--- src/rtl/if_fetch.sv ---
// if_fetch: instruction-fetch stage owning the PC, one outstanding SRAM fetch, one entry handed to decode
// Ports: clk/rst; flush/new_pc exception redirect; stall[2] decode stall; br_e/br_addr branch redirect;
//        inst_sram_* fetch port; ic_to_id_bus {excepttype, ic_ce, ic_pc} and ic_inst toward decode.
module if_fetch #(
  parameter logic [31:0] RESET_PC = 32'hBFC0_0000
) (
  input  logic        clk,
  input  logic        rst,
  input  logic        flush,
  input  logic [31:0] new_pc,
  input  logic [5:0]  stall,
  input  logic        br_e,
  input  logic [31:0] br_addr,
  output logic [64:0] ic_to_id_bus,
  output logic [31:0] ic_inst,
  output logic        inst_sram_req,
  output logic [31:0] inst_sram_addr,
  input  logic        inst_sram_addr_ok,
  input  logic        inst_sram_data_ok,
  input  logic [31:0] inst_sram_rdata
);
  typedef enum logic [2:0] {IDLE, REQ, WAIT, CANCEL, HOLD} state_t;
  state_t state, state_nxt;
  logic [31:0] pc, inst_q, target;
  logic exc_q, stop, redir, aligned, hold;
  logic unused_stall;
  assign unused_stall = ^{stall[5:3], stall[1:0]};
  assign stop = stall[2];
  // a branch seen while decode is stalled is dropped; decode re-asserts it later
  assign redir = flush | (br_e & ~stop);
  assign target = flush ? new_pc : br_addr;
  assign aligned = pc[1:0] == 2'b00;
  assign hold = state == HOLD;
  always_ff @(posedge clk or posedge rst)
    if (rst) state <= IDLE;
    else state <= state_nxt;
  always_comb begin
    state_nxt = state;
    case (state)
      IDLE:    state_nxt = REQ;
      REQ:     state_nxt = !aligned ? (redir ? REQ : HOLD)
                         : inst_sram_addr_ok ? (redir ? CANCEL : WAIT) : REQ;
      WAIT:    state_nxt = inst_sram_data_ok ? (redir ? REQ : HOLD) : (redir ? CANCEL : WAIT);
      CANCEL:  state_nxt = inst_sram_data_ok ? REQ : CANCEL;
      HOLD:    state_nxt = (redir || !stop) ? REQ : HOLD;
      default: state_nxt = IDLE;
    endcase
  end
  // entry pc is the PC itself: the PC never moves while an entry is held
  always_ff @(posedge clk or posedge rst)
    if (rst) begin
      pc <= RESET_PC;
      inst_q <= '0;
      exc_q <= 1'b0;
    end else begin
      pc <= redir ? target : (hold && !stop) ? pc + 32'd4 : pc;
      if (state == REQ && !aligned && !redir) begin
        inst_q <= '0;
        exc_q <= 1'b1;
      end else if (state == WAIT && inst_sram_data_ok && !redir) begin
        inst_q <= inst_sram_rdata;
        exc_q <= 1'b0;
      end
    end
  always_comb begin
    inst_sram_req = state == REQ && aligned;
    inst_sram_addr = state == IDLE ? '0 : pc;
    ic_to_id_bus = hold ? {15'b0, exc_q, 16'b0, 1'b1, pc} : '0;
    ic_inst = hold ? inst_q : '0;
  end
endmodule

--- config.mk ---
export PLATFORM = sky130hd
export DESIGN_NAME = if_fetch
export DESIGN_NICKNAME = d
export VERILOG_FILES = /design/src/rtl/if_fetch.sv
export SDC_FILE = /design/constraint.sdc
export NUM_CORES = 1
export LEC_CHECK = 0
export ABC_AREA = 1
export CAP_MARGIN = 10
export CORE_MARGIN = 2
export CORE_UTILIZATION = 45
export DETAILED_ROUTE_END_ITERATION = 10
export PLACE_DENSITY = 0.88
export RECOVER_POWER = 25
export SETUP_SLACK_MARGIN = 0.5
export SLEW_MARGIN = 10
export SYNTH_ARGS = -nofsm -noshare
export SYNTH_HDL_FRONTEND = slang
export SYNTH_SLANG_ARGS = --single-unit
--- constraint.sdc ---
create_clock -name clk -period 5.93 [get_ports clk]
set_input_delay 0.8895 -clock clk [delete_from_list [all_inputs] [get_ports clk]]
set_output_delay 0.8895 -clock clk [all_outputs]
set_load 0.02 [all_outputs]
Word-level counts from Yosys, hierarchy flattened
Index checks and enable logic that the tools add are counted.
{"block": "classes", "n_mux": 18, "n_reduce_logical": 14, "n_addsub": 1, "eq_ne": 4, "n_bitwise": 3}
{"cell": "$mux W32", "count": 7}
{"cell": "$mux W50", "count": 1}
{"cell": "$add A32 B3 Y32 const B", "count": 1}
{"cell": "$mux W3", "count": 5}
{"cell": "$pmux W3 S5", "count": 1}
{"cell": "$eq A3 B2 Y1 const B", "count": 2}
{"cell": "$logic_and A1 B1 Y1", "count": 6}
{"cell": "$reduce_bool A2 Y1", "count": 2}
{"cell": "$eq A3 B1 Y1 const B", "count": 1}
{"cell": "$eq A3 B3 Y1 const B", "count": 1}
{"cell": "$logic_not A1 Y1", "count": 3}
{"cell": "$logic_not A3 Y1", "count": 1}
{"cell": "$mux W1", "count": 3}
{"cell": "$logic_not A2 Y1", "count": 1}
{"cell": "$mux W2", "count": 1}
{"cell": "$and A1 B1 Y1", "count": 1}
{"cell": "$logic_or A1 B1 Y1", "count": 1}
{"cell": "$not A1 Y1", "count": 1}
{"cell": "$or A1 B1 Y1", "count": 1}
{"block": "totals", "output_inout_bits": 130, "register_bits": 68, "word_cells": 44}

Longest topological paths before layout
Gate-level depths: netlist of run 1.
{"block": "logic_depth", "word_depth": 7, "mapped_depth": 10, "depth_no_buf": 10}

Worst setup path after synthesis of run 1
No wires, ideal clock.
{"block": "synth_timing", "path_type": "register -> output", "start": "reg state[0]", "end": "out ic_inst[0]", "path_stages_with_launch": 8, "path_buffers": 2, "t_arrival_ps": 1347, "path_slack_ps": 3694, "required_ps": 5041, "cell_sequence": "dfrtp_1 > inv_1 > nand2_1 > nor2_2 > inv_1 > buf_2 > buf_1 > nor2_1"}
{"block": "synth_between", "elab_chain_len": 2}
{"item": "start: declaration", "line": "23", "text": "state_t state, state_nxt;"}
{"item": "start signal: assignment", "line": "36", "text": "else state <= state_nxt;"}
{"item": "$eq A3 B3 Y1", "line": "33", "text": "assign hold = state == HOLD;"}
{"item": "net hold", "line": "25", "text": "logic exc_q, stop, redir, aligned, hold;"}
{"item": "$mux W32", "line": "69", "text": "ic_inst = hold ? inst_q : '0;"}
{"item": "end: declaration", "line": "15", "text": "output logic [31:0] ic_inst,"}
The timed path passes the listed nets, and every way through them passes these cells.

Final worst setup path of run 1
{"block": "layout_timing", "start": "in flush", "end": "reg inst_q[7]"}
{"block": "layout_between", "elab_chain_len": 4, "elab_cells_between_ends": 6, "classes_between": "mux: 1; bitwise: 1; reduce/logical: 4"}
{"item": "start: declaration", "line": "9", "text": "input logic flush,"}
{"item": "$or A1 B1 Y1 (*)", "line": "30", "text": "assign redir = flush | (br_e & ~stop);"}
{"item": "$logic_not A1 Y1 (*)", "line": "57, 60"}
{"item": "$logic_and A1 B1 Y1 (on tied branches)", "line": "57, 60"}
{"item": "$mux W32 or $reduce_bool A2 Y1 (tied branches)"}
{"item": "end signal: assignment", "line": "61", "text": "inst_q <= inst_sram_rdata;"}
{"item": "end: declaration", "line": "24", "text": "logic [31:0] pc, inst_q, target;"}
Mark *: on every way between the ends. The rest lies on a longest branch, timed or not.
A chain may end at the register's enable or synchronous reset.

==> impl_metrics.env, run 1 <==
export IMPL_ys_flop_type="dfrtp_1"
export IMPL_drt_total_wl_um=13900
export IMPL_rows=38
export IMPL_yosys_warnings=0
export IMPL_cts_made_buffers=9
export IMPL_drcViolationCount=0
export IMPL_switchingPower_uw=919
export IMPL_synth_xor_area_share=0.00711
export IMPL_power_frac_comb=0.513
export IMPL_setup_viol=0
export IMPL_total_power_mw=2.17
export IMPL_core_area_um2=10700
export IMPL_crit_buf_inv=2
export IMPL_clkTransAtPathRegs_ns=0.07
export IMPL_drtPass1Iterations=5
export IMPL_ys_async_sr_fraction=1.00
export IMPL_cts_resized_gates=0
export IMPL_gp_congestion=0.876
export IMPL_hold_violations=0
export IMPL_area_growth_pct=41.9
export IMPL_synth_edf_count=0
export IMPL_final_setup_tns_ns=0
export IMPL_htreeDepth=3
export IMPL_ant_nets=0
export IMPL_clock_skew_ns=0.0104
export IMPL_vias_per_cell=4.81
export IMPL_vdd_drop_max_mv=0.173
export IMPL_leakagePower_nw=3.26
export IMPL_cts_tree="yes"
export IMPL_max_freq_ghz=0.288
export IMPL_endpoint_kind="flip-flop"
export IMPL_synthDistinctLibCells=30
export IMPL_crit_required_ns=6.17
export IMPL_cp_max_fo=65
export IMPL_wire_per_inst_um=12.7
export IMPL_clock_latency_ns=0.34
export IMPL_min_period_over_period=0.586
export IMPL_status="finished, final reports clean"
export IMPL_fin_crit_ns=3.47
export IMPL_antenna_found_initial=0
export IMPL_intPower_mw=1.25
export IMPL_seqPwrFrac=0.326
export IMPL_synth_top_family_by_area="simple AND/OR/NAND/NOR gates"
export IMPL_n_antenna_cell=0
export IMPL_num_io_pins=238
export IMPL_clock_tree_root_cell="clkbuf_8"
export IMPL_grt_usage=0.240
export IMPL_synth_simple_area_share=0.369
export IMPL_p_sw_frac=0.424
export IMPL_arrival_ns=3.71
export IMPL_cellPowerDensity_nw_per_um2=310
export IMPL_drt_initial_drc_count=436
export IMPL_grt_pass1_wl_um=22800
export IMPL_slew_headroom=0.264
export IMPL_die_area_um2=11800
export IMPL_worst_path_max_delay_cell="nand2_2"
export IMPL_setup_worst_path_class="input pin to flip-flop"
export IMPL_seq_area_frac_synth=0.347
export IMPL_clk_path_buf_depth=2
export IMPL_final_common_cell="clkdlybuf4s50_1"
export IMPL_drv_slew=0
export IMPL_dpl_hpwl_um=10100
export IMPL_cts_hold_buffers=0
export IMPL_drive_gt1_frac=0.0511
export IMPL_place_area_um2=6820
export IMPL_synthAdderAreaFrac=0.00254
export IMPL_grt_max_degree=69
export IMPL_rsz0062_at_grt="false"
export IMPL_grt_overflow=0
export IMPL_timing_max_cap_violations=0
export IMPL_die_h_um=109
export IMPL_syn_avg_cell_area_um2=6.31
export IMPL_vias=5290
export IMPL_critical_path_cell_chain="clkdlybuf4s50_1 > buf_4 > nor2_8 > nand3_4 > nand2_2 > nand3_1 > o21ai_1"
export IMPL_tightestPinTransition_ns=1.10
export IMPL_die_width_um=109
export IMPL_initial_core_util=0.459
export IMPL_worst_path_dominant_cell_family="simple AND/OR/NAND/NOR gates"
export IMPL_synthCells=781
export IMPL_synth_area_um2=4930
export IMPL_fin_area_um2=6990
export IMPL_clock_sinks=68
export IMPL_start_kind="input pin"
export IMPL_synth_area_mux_share=0
export IMPL_portBuffers=201
export IMPL_hp_class="flip-flop to flip-flop"
export IMPL_ys_seq_elements=68
export IMPL_fin_nets=1064
export IMPL_clkPwrFrac=0.161
export IMPL_synth_compound_area_share=0.102
export IMPL_mostFrequentLayoutCells="199 x clkdlybuf4s50_1, 168 x nor2_1, 158 x nand2_1"
export IMPL_grt_pass1_vias=4987
export IMPL_cts_setup_buffers=0
export IMPL_worst_path_largest_cell_delay_ns=0.96
[final cells by class]
cell class	count	area, um2
Timing Repair Buffer	204	2030
Clock inverter	4	25.0
Sequential cell	68	1710
Tap cell	140	175
Multi-Input combinational cell	565	2490
Clock buffer	11	151
Inverter	107	402
Fill cell	995	3750
[logic make-up (layout without fill, tap and decap cells)]
kind of cell / after synthesis / after routing
simple gates: 434 / 434
other cells: 1 / 31
compound gates: 95 / 95
flops: 68 / 68
xor+xnor: 4 / 4
fa+ha+maj: 1 / 1
buf+inv: 178 / 326
[power by group through the flow]
stage	Clock (mW)	Sequential [mW]	Combinational, mW
after floorplan	0	0.693	0.709
after global placement	0	0.708	1.09
after detailed placement	0	0.715	1.11
after CTS	0.357	0.706	1.12
after global routing	0.373	0.726	1.24
final	0.348	0.707	1.11
[final timing paths]
check / slack (ns) / from / cells past startpoint / to
worst max-delay path: 2.46 / flush / 7 / inst_q[7]$_DFFE_PP0P_
worst min-delay path: 0.52 / inst_q[6]$_DFFE_PP0P_ / 2 / inst_q[6]$_DFFE_PP0P_
worst max register to register: 3.49 / state[2]$_DFF_PP0_ / 7 / inst_q[7]$_DFFE_PP0P_
worst min register to register: 0.52 / inst_q[6]$_DFFE_PP0P_ / 2 / inst_q[6]$_DFFE_PP0P_
max in group asynchronous: 4.09 / rst / 3 / pc[21]$_DFFE_PP0P_
min in group asynchronous: 1.24 / rst / 3 / inst_q[23]$_DFFE_PP0P_
[worst min-delay path: cells and delay by family (launching register included)]
kind	cells	cell delay [ns]
buffers and inverters	1	0.05
DFF	1	0.32
AOI/OAI and AO/OA	1	0.12
[metal layers]
metal,up-vias,share of wire,global-route usage
met1,2380,0.42,0.302
met4,0,0.014,0.0824
li1,2706,-,-
met5,-,0,0
met2,192,0.50,0.413
met3,12,0.073,0.0430
[flip-flops by register name (all words and copies together) (netlist names)]
name    flops
inst_q     32
exc_q       1
state       3
pc         32
[per-stage QoR]
stage | cells | hold slack, ns | worst slack, ns | util
floorplan | 811 | 0.487 | 3.34 | -
CTS | 1099 | 0.522 | 2.47 | 0.651
detailed placement | 1084 | 0.505 | 2.11 | 0.634
global route | 1099 | 0.535 | 2.06 | 0.651
finish | 1099 | 0.518 | 2.46 | 0.651
global placement | 1084 | 0.496 | 2.20 | 0.634
[synth_stat cells (all sizes together), types with 3 or more instances]
master | count | area share
dfrtp | 59 | 0.30
nand2 | 161 | 0.12
nor2 | 180 | 0.15
a31oi | 6 | 0.0076
clkbuf | 11 | 0.0084
buf | 60 | 0.081
o211ai | 3 | 0.0046
inv | 107 | 0.081
dfstp | 9 | 0.048
nand3 | 90 | 0.094
o21ai | 56 | 0.057
xor2 | 4 | 0.0071
a21oi | 26 | 0.026
Note: power is estimated with default switching activity, not from simulation.
==> inputs of run 2 (changes only) <==
--- a/config.mk
+++ b/config.mk
@@ -8,9 +8,9 @@
 export ABC_AREA = 1
 export CAP_MARGIN = 10
 export CORE_MARGIN = 2
-export CORE_UTILIZATION = 45
+export CORE_UTILIZATION = 42
 export DETAILED_ROUTE_END_ITERATION = 10
-export PLACE_DENSITY = 0.88
+export PLACE_DENSITY = 0.82
 export RECOVER_POWER = 25
 export SETUP_SLACK_MARGIN = 0.5
 export SLEW_MARGIN = 10
==> constraint.sdc (replaced) <==
create_clock -name clk -period 3.5 [get_ports clk]
set_input_delay 0.525 -clock clk [delete_from_list [all_inputs] [get_ports clk]]
set_output_delay 0.525 -clock clk [all_outputs]
set_load 0.02 [all_outputs]
==> impl_metrics.env, run 2 (same netlist as run 1, synthesis figures left out) <==
export IMPL_arrival_ns=2.32
export IMPL_fin_cells=1109
export IMPL_final_setup_tns_ns=0
export IMPL_clock_tree_root_cell="clkbuf_16"
export IMPL_drive_gt1_frac=0.0569
export IMPL_core_area_um2=11400
export IMPL_ant_nets=0
export IMPL_grt_pass1_vias=4901
export IMPL_wire_per_inst_um=13.2
export IMPL_antenna_found_initial=0
export IMPL_rows=39
export IMPL_clkPwrFrac=0.230
export IMPL_setup_viol=0
export IMPL_portBuffers=201
export IMPL_cts_tree="yes"
export IMPL_area_growth_pct=46.3
export IMPL_seq_area_um2=1710
export IMPL_clkTransAtPathRegs_ns=0.06
export IMPL_hold_end="pc[31]$_DFFE_PP1P_"
export IMPL_clk_path_buf_depth=2
export IMPL_multi_input_area_um2=2500
export IMPL_die_width_um=112
export IMPL_drt_total_wl_um=14700
export IMPL_dpl_hpwl_um=11000
export IMPL_num_io_pins=238
export IMPL_fin_area_um2=7210
export IMPL_gp_congestion=0.898
export IMPL_grt_max_degree=66
export IMPL_mostFrequentLayoutCells="200 x clkdlybuf4s50_1, 168 x nor2_1, 158 x nand2_1"
export IMPL_reg2reg_slack_ns=1.62
export IMPL_hp_class="flip-flop to flip-flop"
export IMPL_placed_cells=1093
export IMPL_top_layer="met4"
export IMPL_cts_made_buffers=9
export IMPL_seqPwrFrac=0.294
export IMPL_largestRegisters="inst_q x32, pc x32, state x3"
export IMPL_fin_crit_ns=2.84
export IMPL_intPower_mw=2.45
export IMPL_fin_nets=1070
export IMPL_min_period_over_period=0.812
export IMPL_cellPowerDensity_nw_per_um2=566
export IMPL_route_met2_wl_um=7090
export IMPL_r2r_start="state[0]$_DFF_PP0_"
export IMPL_htreeDepth=3
export IMPL_critical_path_cell_chain="inv_1 > nand2_1 > nor2_2 > buf_12 > nor2_1 > clkdlybuf4s50_1"
export IMPL_start_kind="flip-flop"
export IMPL_crit_required_ns=2.97
export IMPL_die_area_um2=12600
export IMPL_dr_wl_met3_um=933
export IMPL_rsz0062_at_grt="true"
export IMPL_drt_met1_wl_um=6560
export IMPL_power_frac_comb=0.476
export IMPL_vdd_drop_max_mv=0.392
export IMPL_vias=5304
export IMPL_hold_depth=2
export IMPL_status="finished, final reports clean"
export IMPL_drtPass1Iterations=5
export IMPL_grt_usage=0.227
export IMPL_place_area_um2=6900
export IMPL_drt_initial_drc_count=382
export IMPL_worst_path_max_delay_cell="nor2_2"
export IMPL_switchingPower_mw=1.64
export IMPL_slew_headroom=0.142
export IMPL_hold_violations=0
export IMPL_timing_max_cap_violations=0
export IMPL_n_antenna_cell=0
export IMPL_setup_worst_path_class="flip-flop to output pin"
export IMPL_r2r_end="pc[19]$_DFFE_PP0P_"
export IMPL_min_from="pc[31]$_DFFE_PP1P_"
export IMPL_p_sw_frac=0.401
export IMPL_grt_pass1_wl_um=23400
export IMPL_final_util=0.632
export IMPL_vias_per_cell=4.78
export IMPL_max_freq_ghz=0.352
export IMPL_leakagePower_nw=3.35
export IMPL_cp_max_fo=21
export IMPL_endpoint_kind="output pin"
export IMPL_clock_skew_ns=0.00796
export IMPL_fill_cells=1059
export IMPL_clock_sinks=68
export IMPL_worst_path_largest_cell_delay_ns=0.57
export IMPL_drv_slew=0
export IMPL_die_h_um=112
export IMPL_tightestPinTransition_ns=1.28
export IMPL_final_common_cell="clkdlybuf4s50_1"
export IMPL_grt_overflow=0
export IMPL_clock_latency_ns=0.33
export IMPL_r2r_cells=9
export IMPL_drcViolationCount=0
export IMPL_initial_core_util=0.432
[run 2: final cells by class]
cell class	count	area share
tap	143	0.0248
sequential	68	0.238
timing repair buffer	210	0.291
multi-input combinational	565	0.346
clock buffer	11	0.0350
inverter	107	0.0564
clock inverter	5	0.00833
[run 2: worst max-delay path by stage]
stage | from | to | slack [ns] | cells after the start
2_1_floorplan | rst | exc_q$_DFFE_PP0P_ | 1.28 | 1
3_3_place_gp | stall[2] | pc[8]$_DFFE_PP0P_ | 0.74 | 8
3_5_place_dp | stall[2] | pc[8]$_DFFE_PP0P_ | 0.70 | 8
4_1_cts | state[0]$_DFF_PP0_ | ic_inst[18] | 0.58 | 7
5_1_grt | state[0]$_DFF_PP0_ | inst_sram_addr[13] | 0.48 | 6
6_report | state[0]$_DFF_PP0_ | inst_sram_addr[10] | 0.66 | 6
[run 2: per-layer routing]
| layer | global-route usage | vias to the layer above |
|---|---|---|
| met2 | 0.402 | 202 |
| li1 | - | 2724 |
| met3 | 0.0378 | 8 |
| met4 | 0.0537 | 0 |
| met1 | 0.290 | 2370 |
| met5 | 0 | - |
[run 2: per-stage QoR]
| stage | power [mW] | hold WS [ns] | setup slack (ns) |
|---|---|---|---|
| after floorplan | 2.37 | 0.487 | 1.28 |
| after global placement | 3.12 | 0.499 | 0.741 |
| after detailed placement | 3.16 | 0.509 | 0.700 |
| after CTS | 4.10 | 0.516 | 0.581 |
| after global routing | 4.36 | 0.543 | 0.480 |
| final | 4.08 | 0.515 | 0.657 |
[run 2: power groups by stage]
stage / Combinational, mW / Clock, mW / Sequential (mW)
floorplan: 1.20 / 0 / 1.17
global placement: 1.92 / 0 / 1.20
detailed placement: 1.95 / 0 / 1.21
CTS: 1.96 / 0.949 / 1.20
global route: 2.14 / 0.989 / 1.23
finish: 1.94 / 0.937 / 1.20
[run 2: critical path, delay by kind of cell (launching register included)]
family	cells	cell delay, ns
buf+inv	3	0.87
simple gates	3	0.73
flops	1	0.38
[run 2: repair_timing]
item                                    4_1_cts  5_1_grt
gates resized for setup                       1        2
pin swaps                                     0        0
endpoints found under the setup margin       26        9
hold buffers                                  0        0
setup buffers                                 0        0
==> inputs of run 3 (changes only) <==
==> constraint.sdc (replaced) <==
create_clock -name clk -period 2.8 [get_ports clk]
set_input_delay 0.42 -clock clk [delete_from_list [all_inputs] [get_ports clk]]
set_output_delay 0.42 -clock clk [all_outputs]
set_load 0.02 [all_outputs]
==> impl_metrics.env, run 3 (same netlist as run 1, synthesis figures left out) <==
export IMPL_antenna_found_initial=0
export IMPL_start_kind="flip-flop"
export IMPL_htreeDepth=3
export IMPL_die_width_um=112
export IMPL_grt_max_degree=50
export IMPL_gp_congestion=0.877
export IMPL_num_io_pins=238
export IMPL_clock_latency_ns=0.32
export IMPL_hp_class="flip-flop to flip-flop"
export IMPL_fin_crit_ns=2.26
export IMPL_worst_path_max_delay_cell="clkdlybuf4s50_1"
export IMPL_clock_sinks=68
export IMPL_vias=5392
export IMPL_area_growth_pct=44.8
export IMPL_cts_made_buffers=9
export IMPL_grt_overflow=0
export IMPL_cp_max_fo=4
export IMPL_drv_slew=0
export IMPL_cts_tree="yes"
export IMPL_wire_per_inst_um=13.5
export IMPL_fin_area_um2=7140
export IMPL_grt_usage=0.232
export IMPL_vias_per_cell=4.82
export IMPL_clock_skew_ns=0.00597
export IMPL_die_h_um=112
export IMPL_setup_worst_path_class="flip-flop to output pin"
export IMPL_largestRegisters="inst_q x32, pc x32, state x3"
export IMPL_status="finished, final reports clean"
export IMPL_final_common_cell="nor2_1"
export IMPL_clk_path_buf_depth=2
export IMPL_endpoint_kind="output pin"
export IMPL_crit_start="state[2]$_DFF_PP0_"
export IMPL_final_setup_tns_ns=0
export IMPL_cellPowerDensity_nw_per_um2=707
export IMPL_drive_gt1_frac=0.116
export IMPL_grt_pass1_vias=5075
export IMPL_drcViolationCount=0
export IMPL_drtPass1Iterations=5
export IMPL_clock_tree_root_cell="clkbuf_16"
export IMPL_portBuffers=201
export IMPL_max_freq_ghz=0.443
export IMPL_dpl_hpwl_um=11000
export IMPL_fill_cells=1089
export IMPL_vdd_drop_max_mv=0.304
export IMPL_arrival_ns=1.84
export IMPL_cts_hold_buffers=0
export IMPL_ant_nets=0
export IMPL_drt_initial_drc_count=334
export IMPL_leakagePower_nw=3.92
export IMPL_rsz0062_at_grt="true"
export IMPL_hold_violations=0
export IMPL_setup_viol=0
export IMPL_seq_area_um2=1710
export IMPL_tightestPinTransition_ns=1.02
export IMPL_drt_total_wl_um=15100
export IMPL_slew_headroom=0.321
export IMPL_r2r_start="state[0]$_DFF_PP0_"
export IMPL_mostFrequentLayoutCells="168 x nor2_1, 157 x nand2_1, 104 x clkdlybuf4s50_1"
export IMPL_core_area_um2=11400
export IMPL_initial_core_util=0.432
export IMPL_fin_nets=1079
export IMPL_clkTransAtPathRegs_ns=0.06
export IMPL_min_from="inst_q[26]$_DFFE_PP0P_"
export IMPL_multi_input_area_um2=2510
export IMPL_min_period_over_period=0.807
export IMPL_rows=39
export IMPL_crit_required_ns=2.38
export IMPL_die_area_um2=12600
export IMPL_worst_path_largest_cell_delay_ns=0.65
export IMPL_critical_path_cell_chain="inv_1 > nand3_1 > nor2_1 > clkdlybuf4s50_1"
export IMPL_grt_pass1_wl_um=23900
export IMPL_timing_max_cap_violations=0
export IMPL_n_antenna_cell=0
export IMPL_place_area_um2=6940
[run 3: changes by cell type in the layout (fill, tap and decap cells not counted), sizes merged]
cell,previous run,this run
clkdlybuf4s50,200,104
dlygate4sd2,0,18
clkbuf,12,58
buf,8,18
clkinv,0,1
dlymetal6s2s,0,30
clkinvlp,4,2
inv,107,109
[run 3: worst max-delay path, delay by kind of cell (launching register included)]
family | cells | cell delay (ns)
buffers and inverters | 2 | 0.80
DFF | 1 | 0.44
and+or+nand+nor | 2 | 0.28
[run 3: timing repair]
item | 4_1_cts | 5_1_grt
pin swaps | 0 | 1
cloned | 0 | 1
setup buffers | 0 | 1
setup endpoints to repair | 86 | 83
resized for setup | 74 | 132
[run 3: final cells by class]
type	instances	share of cell area
Multi-Input combinational cell	565	0.352
Inverter	107	0.0570
Clock inverter	6	0.00999
Sequential cell	68	0.240
Tap cell	143	0.0251
Timing Repair Buffer	219	0.283
Clock buffer	10	0.0335
[run 3: path summary, 6_finish.rpt]
| kind | to | depth (start not counted) | slack [ns] |
|---|---|---|---|
| setup / recovery | inst_sram_req | 4 | 0.54 |
| hold / removal | inst_q[26]$_DFFE_PP0P_ | 2 | 0.52 |
| setup reg to reg | pc[12]$_DFFE_PP0P_ | 9 | 0.92 |
| hold reg to reg | inst_q[26]$_DFFE_PP0P_ | 2 | 0.52 |
| max in group asynchronous | inst_q[16]$_DFFE_PP0P_ | 3 | 0.87 |
| min in group asynchronous | inst_q[3]$_DFFE_PP0P_ | 2 | 0.78 |
[run 3: metrics by stage]
| stage | hold slack (ns) | worst slack (ns) | util | instances | total power [mW] |
|---|---|---|---|---|---|
| global route | 0.533 | 0.457 | 0.625 | 1118 | 5.41 |
| global placement | 0.496 | 0.347 | 0.608 | 1100 | 3.90 |
| CTS | 0.479 | 0.445 | 0.630 | 1116 | 5.08 |
| finish | 0.517 | 0.542 | 0.625 | 1118 | 5.05 |
| detailed placement | 0.506 | 0.296 | 0.608 | 1100 | 3.95 |
| floorplan | 0.487 | 0.683 | - | 811 | 2.97 |
[run 3: power by group]
part	internal, mW	total (mW)	switching, mW
Sequential	1.32	1.51	0.184
Combinational	0.929	2.39	1.46
Clock	0.721	1.16	0.436
Total	2.97	5.05	2.08
[run 3: layer usage]
layer / share of wire / up-vias / track usage
met4: 0.018 / 0 / 0.0772
met3: 0.058 / 22 / 0.0270
li1: - / 2743 / -
met5: 0 / - / 0
met1: 0.45 / 2415 / 0.314
met2: 0.48 / 212 / 0.389
